`src/rtl/baccarat_pkg.sv`:
```
// Shared types and constants for the baccarat hand-level sequencer.
//   round_state_t : sequencer state encoding
//   ERR_TIMEOUT   : err_code bit set when a hand never reaches halt
//   ERR_NOLIGHT   : err_code bit set when halt arrives with neither light on
package baccarat_pkg;

    typedef enum logic [2:0] {
        IDLE,
        RESET_HAND,
        PLAY,
        TALLY,
        HOLD
    } round_state_t;

    localparam int unsigned ERR_TIMEOUT = 0;
    localparam int unsigned ERR_NOLIGHT = 1;

    // Largest of three values; sizes the shared phase counter.
    function automatic int unsigned max3(input int unsigned a, input int unsigned b,
                                         input int unsigned c);
        int unsigned m;
        m = (a > b) ? a : b;
        return (m > c) ? m : c;
    endfunction

endpackage

```
`src/rtl/baccarat_round_ctrl_if.sv`:
```
// Board-side bundle of the hand sequencer.
//   master : board/statemachine side (drives controls and statemachine status)
//   slave  : baccarat_round_ctrl (drives hand_resetb, status and tallies)
interface baccarat_round_ctrl_if #(
    parameter int unsigned WIN_W = 8
);
    logic             start;
    logic             auto_play;
    logic             clear;
    logic             halt;
    logic             player_win_light;
    logic             dealer_win_light;
    logic             hand_resetb;
    logic             busy;
    logic             result_valid;
    logic [WIN_W-1:0] hand_count;
    logic [WIN_W-1:0] player_wins;
    logic [WIN_W-1:0] dealer_wins;
    logic [WIN_W-1:0] ties;
    logic [1:0]       err_code;

    modport master (
        output start, auto_play, clear, halt, player_win_light, dealer_win_light,
        input  hand_resetb, busy, result_valid, hand_count, player_wins, dealer_wins,
               ties, err_code
    );

    modport slave (
        input  start, auto_play, clear, halt, player_win_light, dealer_win_light,
        output hand_resetb, busy, result_valid, hand_count, player_wins, dealer_wins,
               ties, err_code
    );
endinterface

```
`src/rtl/sat_counter.sv`:
```
// Saturating up-counter; clr has priority over inc.
//   slow_clock, resetb : clock, async active-low reset
//   clr                : synchronous clear to zero
//   inc                : increment by one unless already at all-ones
//   q                  : count
module sat_counter #(
    parameter int unsigned W = 8
) (
    input  logic         slow_clock,
    input  logic         resetb,
    input  logic         clr,
    input  logic         inc,
    output logic [W-1:0] q
);
    localparam logic [W-1:0] Q_MAX = '1;

    always_ff @(posedge slow_clock or negedge resetb) begin
        if (!resetb) begin
            q <= '0;
        end else if (clr) begin
            q <= '0;
        end else if (inc && (q != Q_MAX)) begin
            q <= q + W'(1);
        end
    end
endmodule

```
`src/rtl/baccarat_round_ctrl.sv`:
```
// Hand-level sequencer: owns hand_resetb of the dealing statemachine, starts hands,
// tallies results, holds them on the lights and retries hands that never halt.
//   slow_clock, resetb : clock, async active-low reset
//   bus (slave)        : start/auto_play/clear controls, halt and result lights in;
//                        hand_resetb, busy, result_valid, tallies and err_code out
module baccarat_round_ctrl
    import baccarat_pkg::*;
#(
    parameter int unsigned RST_CYCLES  = 2,
    parameter int unsigned HOLD_CYCLES = 4,
    parameter int unsigned TIMEOUT     = 16,
    parameter int unsigned WIN_W       = 8,
    parameter int unsigned MAX_HANDS   = 0
) (
    input  logic                  slow_clock,
    input  logic                  resetb,
    baccarat_round_ctrl_if.slave  bus
);
    localparam int unsigned PH_MAX = max3(RST_CYCLES, HOLD_CYCLES, TIMEOUT);
    localparam int unsigned PH_W   = $clog2(PH_MAX + 1);

    localparam logic [PH_W-1:0] PH_ONE      = PH_W'(1);
    localparam logic [PH_W-1:0] RST_LAST    = PH_W'(RST_CYCLES - 1);
    localparam logic [PH_W-1:0] HOLD_END    = PH_W'(HOLD_CYCLES);
    localparam logic [PH_W-1:0] TIMEOUT_END = PH_W'(TIMEOUT);

    // A session limit beyond the counter range is reached when hand_count saturates.
    localparam longint unsigned SAT_MAX   = (64'd1 << WIN_W) - 64'd1;
    localparam longint unsigned LIMIT     = (64'(MAX_HANDS) > SAT_MAX) ? SAT_MAX
                                                                       : 64'(MAX_HANDS);
    localparam logic [WIN_W-1:0] LIMIT_Q  = WIN_W'(LIMIT);
    localparam bit               LIMIT_EN = (MAX_HANDS != 0);

    round_state_t     state_q, state_d;
    logic [PH_W-1:0]  phase_q, phase_d;
    logic [1:0]       err_q, err_set_c;
    logic             hand_resetb_q, busy_q, result_valid_q;
    logic             timeout_c, tally_c, limit_hit_c;
    logic [WIN_W-1:0] hand_count_q, player_wins_q, dealer_wins_q, ties_q;

    assign tally_c     = (state_q == TALLY);
    assign limit_hit_c = LIMIT_EN && (hand_count_q == LIMIT_Q);

    // Next state and shared phase counter (reset length, play length, hold length).
    always_comb begin
        state_d   = state_q;
        phase_d   = phase_q;
        timeout_c = 1'b0;
        case (state_q)
            IDLE: begin
                if (bus.start) begin
                    state_d = RESET_HAND;
                    phase_d = '0;
                end
            end
            RESET_HAND: begin
                if (phase_q == RST_LAST) begin
                    state_d = PLAY;
                    phase_d = PH_ONE;
                end else begin
                    phase_d = phase_q + PH_ONE;
                end
            end
            PLAY: begin
                if (bus.halt) begin
                    state_d = TALLY;
                end else if (phase_q == TIMEOUT_END) begin
                    timeout_c = 1'b1;
                    state_d   = RESET_HAND;
                    phase_d   = '0;
                end else begin
                    phase_d = phase_q + PH_ONE;
                end
            end
            TALLY: begin
                state_d = HOLD;
                phase_d = PH_ONE;
            end
            HOLD: begin
                if (phase_q == HOLD_END) begin
                    if (limit_hit_c) begin
                        state_d = IDLE;
                    end else if (bus.auto_play || bus.start) begin
                        state_d = RESET_HAND;
                        phase_d = '0;
                    end
                end else begin
                    phase_d = phase_q + PH_ONE;
                end
            end
            default: begin
                state_d = IDLE;
                phase_d = '0;
            end
        endcase
    end

    // Sticky error bits; clear wins over a same-cycle set.
    always_comb begin
        err_set_c              = '0;
        err_set_c[ERR_TIMEOUT] = timeout_c;
        err_set_c[ERR_NOLIGHT] = tally_c && !bus.player_win_light && !bus.dealer_win_light;
    end

    // State, phase and registered status outputs (decoded from the next state).
    always_ff @(posedge slow_clock or negedge resetb) begin
        if (!resetb) begin
            state_q        <= IDLE;
            phase_q        <= '0;
            err_q          <= '0;
            hand_resetb_q  <= 1'b0;
            busy_q         <= 1'b0;
            result_valid_q <= 1'b0;
        end else begin
            state_q        <= state_d;
            phase_q        <= phase_d;
            err_q          <= bus.clear ? 2'b00 : (err_q | err_set_c);
            hand_resetb_q  <= state_d inside {PLAY, TALLY, HOLD};
            busy_q         <= state_d inside {RESET_HAND, PLAY, TALLY};
            result_valid_q <= (state_d == TALLY);
        end
    end

    sat_counter #(.W(WIN_W)) u_hand_count (
        .slow_clock (slow_clock),
        .resetb     (resetb),
        .clr        (bus.clear),
        .inc        (tally_c),
        .q          (hand_count_q)
    );

    sat_counter #(.W(WIN_W)) u_player_wins (
        .slow_clock (slow_clock),
        .resetb     (resetb),
        .clr        (bus.clear),
        .inc        (tally_c && bus.player_win_light && !bus.dealer_win_light),
        .q          (player_wins_q)
    );

    sat_counter #(.W(WIN_W)) u_dealer_wins (
        .slow_clock (slow_clock),
        .resetb     (resetb),
        .clr        (bus.clear),
        .inc        (tally_c && !bus.player_win_light && bus.dealer_win_light),
        .q          (dealer_wins_q)
    );

    sat_counter #(.W(WIN_W)) u_ties (
        .slow_clock (slow_clock),
        .resetb     (resetb),
        .clr        (bus.clear),
        .inc        (tally_c && bus.player_win_light && bus.dealer_win_light),
        .q          (ties_q)
    );

    assign bus.hand_resetb  = hand_resetb_q;
    assign bus.busy         = busy_q;
    assign bus.result_valid = result_valid_q;
    assign bus.hand_count   = hand_count_q;
    assign bus.player_wins  = player_wins_q;
    assign bus.dealer_wins  = dealer_wins_q;
    assign bus.ties         = ties_q;
    assign bus.err_code     = err_q;
endmodule
```
`src/flat_wrapper.sv`:
```
// flat-port wrapper written by rule: the top's interface ports become plain ports
module baccarat_round_ctrl_flat import baccarat_pkg::*;
#(
    parameter int unsigned RST_CYCLES  = 2,
    parameter int unsigned HOLD_CYCLES = 4,
    parameter int unsigned TIMEOUT     = 16,
    parameter int unsigned WIN_W       = 8,
    parameter int unsigned MAX_HANDS   = 0
)
  (slow_clock, resetb, bus_start, bus_auto_play, bus_clear, bus_halt, bus_player_win_light, bus_dealer_win_light, bus_hand_resetb, bus_busy, bus_result_valid, bus_hand_count, bus_player_wins, bus_dealer_wins, bus_ties, bus_err_code);
  baccarat_round_ctrl_if #(.WIN_W(WIN_W)) bus_i ();
  input  logic slow_clock;
  input  logic resetb;
  input wire logic [$bits(bus_i.start)-1:0] bus_start;
  input wire logic [$bits(bus_i.auto_play)-1:0] bus_auto_play;
  input wire logic [$bits(bus_i.clear)-1:0] bus_clear;
  input wire logic [$bits(bus_i.halt)-1:0] bus_halt;
  input wire logic [$bits(bus_i.player_win_light)-1:0] bus_player_win_light;
  input wire logic [$bits(bus_i.dealer_win_light)-1:0] bus_dealer_win_light;
  output wire logic [$bits(bus_i.hand_resetb)-1:0] bus_hand_resetb;
  output wire logic [$bits(bus_i.busy)-1:0] bus_busy;
  output wire logic [$bits(bus_i.result_valid)-1:0] bus_result_valid;
  output wire logic [$bits(bus_i.hand_count)-1:0] bus_hand_count;
  output wire logic [$bits(bus_i.player_wins)-1:0] bus_player_wins;
  output wire logic [$bits(bus_i.dealer_wins)-1:0] bus_dealer_wins;
  output wire logic [$bits(bus_i.ties)-1:0] bus_ties;
  output wire logic [$bits(bus_i.err_code)-1:0] bus_err_code;
  assign bus_i.start = bus_start;
  assign bus_i.auto_play = bus_auto_play;
  assign bus_i.clear = bus_clear;
  assign bus_i.halt = bus_halt;
  assign bus_i.player_win_light = bus_player_win_light;
  assign bus_i.dealer_win_light = bus_dealer_win_light;
  assign bus_hand_resetb = bus_i.hand_resetb;
  assign bus_busy = bus_i.busy;
  assign bus_result_valid = bus_i.result_valid;
  assign bus_hand_count = bus_i.hand_count;
  assign bus_player_wins = bus_i.player_wins;
  assign bus_dealer_wins = bus_i.dealer_wins;
  assign bus_ties = bus_i.ties;
  assign bus_err_code = bus_i.err_code;
  baccarat_round_ctrl #(.RST_CYCLES(RST_CYCLES), .HOLD_CYCLES(HOLD_CYCLES), .TIMEOUT(TIMEOUT), .WIN_W(WIN_W), .MAX_HANDS(MAX_HANDS)) u_core (.slow_clock(slow_clock), .resetb(resetb), .bus(bus_i));
endmodule
```
`config.mk`:
```
export PLATFORM = sky130hd
export DESIGN_NAME = baccarat_round_ctrl_flat
export DESIGN_NICKNAME = d
export VERILOG_FILES = /design/src/rtl/baccarat_pkg.sv /design/src/rtl/baccarat_round_ctrl_if.sv /design/src/rtl/sat_counter.sv /design/src/rtl/baccarat_round_ctrl.sv /design/src/flat_wrapper.sv
export SDC_FILE = /design/constraint.sdc
export NUM_CORES = 1
export LEC_CHECK = 0
export CORE_ASPECT_RATIO = 1.1
export CORE_MARGIN = 1.5
export CORE_UTILIZATION = 55
export CTS_BUF_LIST = sky130_fd_sc_hd__clkbuf_8
export DETAILED_ROUTE_END_ITERATION = 10
export PLACE_DENSITY = 0.92
export SYNTH_ARGS = -nofsm -noshare
export SYNTH_HDL_FRONTEND = slang
export SYNTH_SLANG_ARGS = --single-unit
```
`constraint.sdc`:
```
create_clock -name slow_clock -period 1.9 [get_ports slow_clock]
set_clock_uncertainty 0.1 [all_clocks]
set_input_delay 0.38 -clock slow_clock [delete_from_list [all_inputs] [get_ports slow_clock]]
set_output_delay 0.38 -clock slow_clock [all_outputs]
set_load 0.05 [all_outputs]
```
Yosys cells after proc, flatten, opt, wreduce, memory -nomap -nowiden
Index checks and enable logic that the tools add are counted.
Cells by class
  reductions and logical operators: 21
  equal/unequal tests: 18
  mux-type cells: 26
  $add $sub $neg: 5
  bitwise gates (word level): 1
Operator list (count)
  2-to-1 mux 8 bit: 8
  adder 8 x 1 -> 8 bit, second input constant: 4
  != test 8 bit, second input constant: 4
  2-to-1 mux 5 bit: 6
  one-hot mux 5 bit (5 select lines): 1
  2-to-1 mux 3 bit: 6
  one-hot mux 3 bit (5 select lines): 1
  equality test 3 x 2 -> 1 bit, second input constant: 4
  logical AND 1 bit: 10
  nonzero test 2 bit: 4
  equality test 3 x 1 -> 1 bit, second input constant: 2
  equality test 3 bit, second input constant: 2
  nonzero test 3 bit: 2
  adder 5 x 1 -> 5 bit, second input constant: 1
  equality test 5 x 1 -> 1 bit, second input constant: 1
  equality test 5 x 3 -> 1 bit, second input constant: 1
  equality test 5 bit, second input constant: 1
  != test 2 bit, second input constant: 2
  logical NOT 3 bit: 1
  2-to-1 mux 1 bit: 3
  != test 3 bit, second input constant: 1
  AND reduction 3 bit: 1
  logical NOT 1 bit: 2
  2-to-1 mux 2 bit: 1
  2 further kinds: 2
Storage, ports and cells
  bits of input ports: 8
  register bits after elaboration: 45
  logic and storage cells: 81
  output and inout port bits: 37

Depth between registers and ports, before layout
  depth after elaboration: 6
  depth in mapped cells: 6
  gate-level depth less buffers: 6

Modules after synthesis
A second synthesis with hierarchy kept.
Second synthesis, totals
  cells, all modules: 286
  area, all modules: 2697.6 sq um
By module, submodules not included
  sat_counter: cells an instance 49, times used 4, sequential area each 200.2 sq um, area an instance 464.2 sq um
  baccarat_round_ctrl: cells an instance 90, times used 1, sequential area each 325.3 sq um, area an instance 840.8 sq um

Least setup slack after synthesis
Ideal clock, no wire load.
  path kind: register to register
  from: reg u_core.u_player_wins.q[0]
  to: reg u_core.u_player_wins.q[6]
  stages on the path, launching flop included: 6
  buffers on the path: 0
  path slack: -136 ps
  data required time: 1675 ps
  period minus slack after synthesis: 2036 ps
  library setup time: 125 ps
  arrival time: 1812 ps
  path through: dfrtp_1 -> ha_1 -> nand2_1 -> a2111oi_4 -> nand4_1 -> mux2_2
Between the ends
  word-level cells in the longest chain between the ends: 3
  elaborated cells between the ends (all ways): 6
  those cells by class: 1 x add/sub; 1 x eq/ne; 2 x mux; 2 x reduce/logical
RTL lines
  start: declaration: RTL line sat_counter.sv:13  | output logic [W-1:0] q
  start signal: assignment: RTL line sat_counter.sv:23  | q <= q + W'(1);
  adder 8 x 1 -> 8 bit or != test 8 bit (tied branches): RTL line sat_counter.sv:23, sat_counter.sv:22
  2-to-1 mux 8 bit or logical AND 1 bit (tied branches): RTL line sat_counter.sv:22  | end else if (inc && (q != Q_MAX)) begin
  2-to-1 mux 8 bit or nonzero test 2 bit (tied branches)
Parallel ways exist; a longest one is shown, timed or not. The select of a mux whose other input is x is not followed.
A chain may end at the register's enable or synchronous reset.

Worst setup path after layout
  from: in bus_player_win_light
  to: reg u_core.u_player_wins.q[7]
Between the ends
  word-level cells in the longest chain between the ends: 4
RTL lines
  start: declaration: RTL line flat_wrapper.sv:18  | input wire logic [$bits(bus_i.player_win_light)-1:0] bus_player_win_light;
  logical AND 1 bit (2 in series): RTL line baccarat_round_ctrl.sv:136  | .inc (tally_c && bus.player_win_light && !bus.dealer_win_light),
  logical AND 1 bit: RTL line sat_counter.sv:22
  nonzero test 2 bit (no line)
Every way passes these cells.

==> metrics <==
crit path kind=input port to flip-flop; worst-skew pair later-pin latency=approximately 0.30 ns; DRT iter0 DRCs=190; worst path bufs/invs=2; Crit-path slowest cell=clkdlybuf4s50_1; Final min period=roughly 2 ns; Leakage=0.00150 uW; Horiz. Die Dim=roughly 69 um; syn avg cell area=9.92 sq um; Startpoint Class=input port; max frequency=roughly 510 MHz; Critical Path End Type=flip-flop; Final ANT Viol Nets=0; critical path data arrival time=2.03 ns; Yosys reg bits=45; share of cells above drive strength 1=34.2%; Power Dens Cells=863 mW/mm^2; max-cap viol count=0; syn_nets=between 200 and 300; vias in the first global route=2353; initial antenna violation count=0; Clock Pin Slew Worst Setup and Hold Paths=around 0.090 ns; num rows=26; Hold WS=0.333 ns; n_diodes=0; kind of cell adding the most delay to the critical path=buffers and inverters; TritonCTS Buffers=5; Tot GR Track Use=24.3%; CTS Sinks=45; maximum level of the CTS H-tree=2; Chip Height=75.9 um; critical path cell sequence=clkdlybuf4s50_1, and2b_1, nand3_4, buf_4, o311ai_0, o41ai_1; DIE AREA=0.00526 sq mm; fraction of registers with async set/reset=100%; GRT overflow=0; Unique masters post-synth=61; largest net degree at the start of global routing=44; Hold Vio Cnt, Final=0; DR DRC count=0; period utilisation layout=104%; failing checks=setup timing; Inst Count DP=386; Total Wirelength=6670 um; global-route wire length before repair=~11000 um; fill count=approximately 320; Worst Path Max Fanout=6; area delta synth->final=28.9%; nets=~360; Worst Tran Pin Value=roughly 0.44 ns; DP Wirelength=4540 um; slowest stage delay, CP=0.60 ns; Post-synth EDFFs=0; Final Instance Area=0.00342 sq mm; First-pass DRT Iterations=4; gp weighted congestion=0.904; clk root buf=clkbuf_8; CTS tree=built; sequential share of the synthesized area=42.4%; PnR worst setup slack=-0.0678 ns; routed vias=2507; Vias/cell=6.25; I/O Pins=45; unrepaired setup endpoints after global routing=true; setup violators final=1; VDD IR max=between 0.7 and 0.8 mV; Worst Hold Class=input port to async pin; initial core utilization=57.1%; Mapped Area=between 0.002 and 0.003 sq mm; PortBufs=44; DR WL/cell=about 17 um; status=finished, violations left; Max Slew Vio Count=0; final cell count without fillers=401; Max Buffers Root-to-Sink=2; Synth Instances=268; max_slew headroom=between 70% and 80%; Most used DFF post-synth=dfrtp_1; placed inst area=0.00325 sq mm; Crit path required time=1.96 ns; Placeable Area=0.00465 sq mm; Ys Warns=0
## synth_stat cells, drive strengths merged, types with 2 or more instances
cell / count / share of area [%]
mux2i: 4 / 1.5
mux2: 2 / 0.99
o21ai: 12 / 2.3
inv: 13 / 1.8
or4: 8 / 2.3
nor3b: 2 / 0.56
nand3: 14 / 3.1
or4b: 2 / 0.89
nand3b: 2 / 0.56
o211ai: 7 / 2.5
nand2b: 4 / 1.0
xor2: 5 / 1.6
o41ai: 4 / 1.3
clkbuf: 6 / 1.2
and2b: 2 / 0.56
a21oi: 23 / 4.3
and3: 4 / 0.94
nor2b: 5 / 1.2
ha: 7 / 3.3
buf: 5 / 1.2
nand4: 7 / 1.6
o31ai: 6 / 1.7
nor3: 4 / 0.75
nor2: 22 / 3.1
a2111oi: 2 / 1.6
o311ai: 4 / 1.6
nor4: 2 / 1.0
nand4bb: 2 / 0.85
xnor2: 3 / 0.99
and4: 2 / 0.75
o221ai: 2 / 0.66
a211oi: 2 / 0.56
or3: 5 / 1.2
dfrtp: 45 / 42
nand2: 15 / 2.2
## kinds of logic after synthesis
logic type               count (synthesis)  synth area share, %
XOR/XNOR                                 8                 2.64
buffers and inverters                   24                 4.24
adder cells (fa/ha/maj)                  7                 3.30
AND/OR/NAND/NOR                        107                 24.7
AO/OA/AOI/OAI                           71                 20.2
flip-flops                              45                 42.4
multiplexers                             6                 2.50
## final timing paths
| kind | startpoint | to | slack, ns | cells past startpoint |
|---|---|---|---|---|
| max | bus_player_win_light | u_core.u_player_wins.q[7] | -0.07 | 6 |
| min | resetb | u_core.u_hand_count.q[5] | 0.33 | 2 |
| max reg2reg | u_core.state_q[2] | u_core.u_player_wins.q[7] | 0.03 | 5 |
| min reg2reg | u_core.bus.err_code[0] | u_core.bus.err_code[0] | 0.42 | 2 |
| max in group asynchronous | resetb | u_core.u_ties.q[0] | 0.93 | 3 |
| min in group slow_clock | u_core.bus.err_code[0] | u_core.bus.err_code[0] | 0.42 | 2 |
## registers in the layout, indices dropped and copies added, names as in the netlist
register,cells
u_core.bus.busy,1
u_core.bus.err_code,2
u_core.bus.hand_resetb,1
u_core.bus.result_valid,1
u_core.phase_q,5
u_core.state_q,3
u_core.u_dealer_wins.q,8
u_core.u_hand_count.q,8
u_core.u_player_wins.q,8
u_core.u_ties.q,8
## where the power goes
group / internal, uW / switching [uW]
clock network: 254 / 330
logic: 535 / 695
registers: 1050 / 92.2
total: 1840 / 1120
## per-stage QoR
stage	setup slack, ns	setup TNS [ns]	total power, uW	utilization (%)
floorplan	-0.00516	-0.00516	1940	-
global placement	-0.251	-3.69	2240	69.8
detailed placement	-0.279	-4.23	2280	69.8
CTS	0.0287	0	2860	71.9
global route	-0.109	-0.151	3130	73.6
finish	-0.0678	-0.0678	2950	73.6
## cells in the final DEF, fill, tap and decap left out, drive strengths merged, types with 3 or more instances in the layout
master / instances
a21oi: 23
and3: 4
buf: 73
clkbuf: 5
clkdlybuf4s50: 5
dfrtp: 45
ha: 7
inv: 13
mux2i: 4
nand2: 15
nand2b: 4
nand3: 14
nand4: 7
nor2: 22
nor2b: 5
nor3: 4
o211ai: 7
o21ai: 12
o311ai: 4
o31ai: 6
o41ai: 4
or3: 5
or4: 8
xnor2: 3
xor2: 5
## repair_timing
action	in CTS	in global routing
hold endpoints to repair	25	0
buffers inserted	0	6
gates resized for setup	0	10
endpoints found under the setup margin	0	14
hold buffers	1	0
## area by class of cell
class	instances	area [sq um]	share of cell area [%]
Clock buffer	5	68.8	2.01
Multi-Input combinational cell	199	1450	42.4
Inverter	13	48.8	1.42
Sequential cell	45	1140	33.2
Clock inverter	3	17.5	0.512
Timing Repair Buffer	80	631	18.4
Tap cell	56	70.1	2.05
## per-layer routing
layer  share of wire [%]  routed length (um)  global-route usage (%)  up-vias
met3                 5.1                 341                    4.52       15
met2                  52                3480                    44.1       91
met1                  41                2760                    29.5     1239
met5                   0                   0                       0        -
met4                 1.5                  98                    6.08        0
li1                    -                   -                       -     1162
Power figures use the tool's default switching activity.
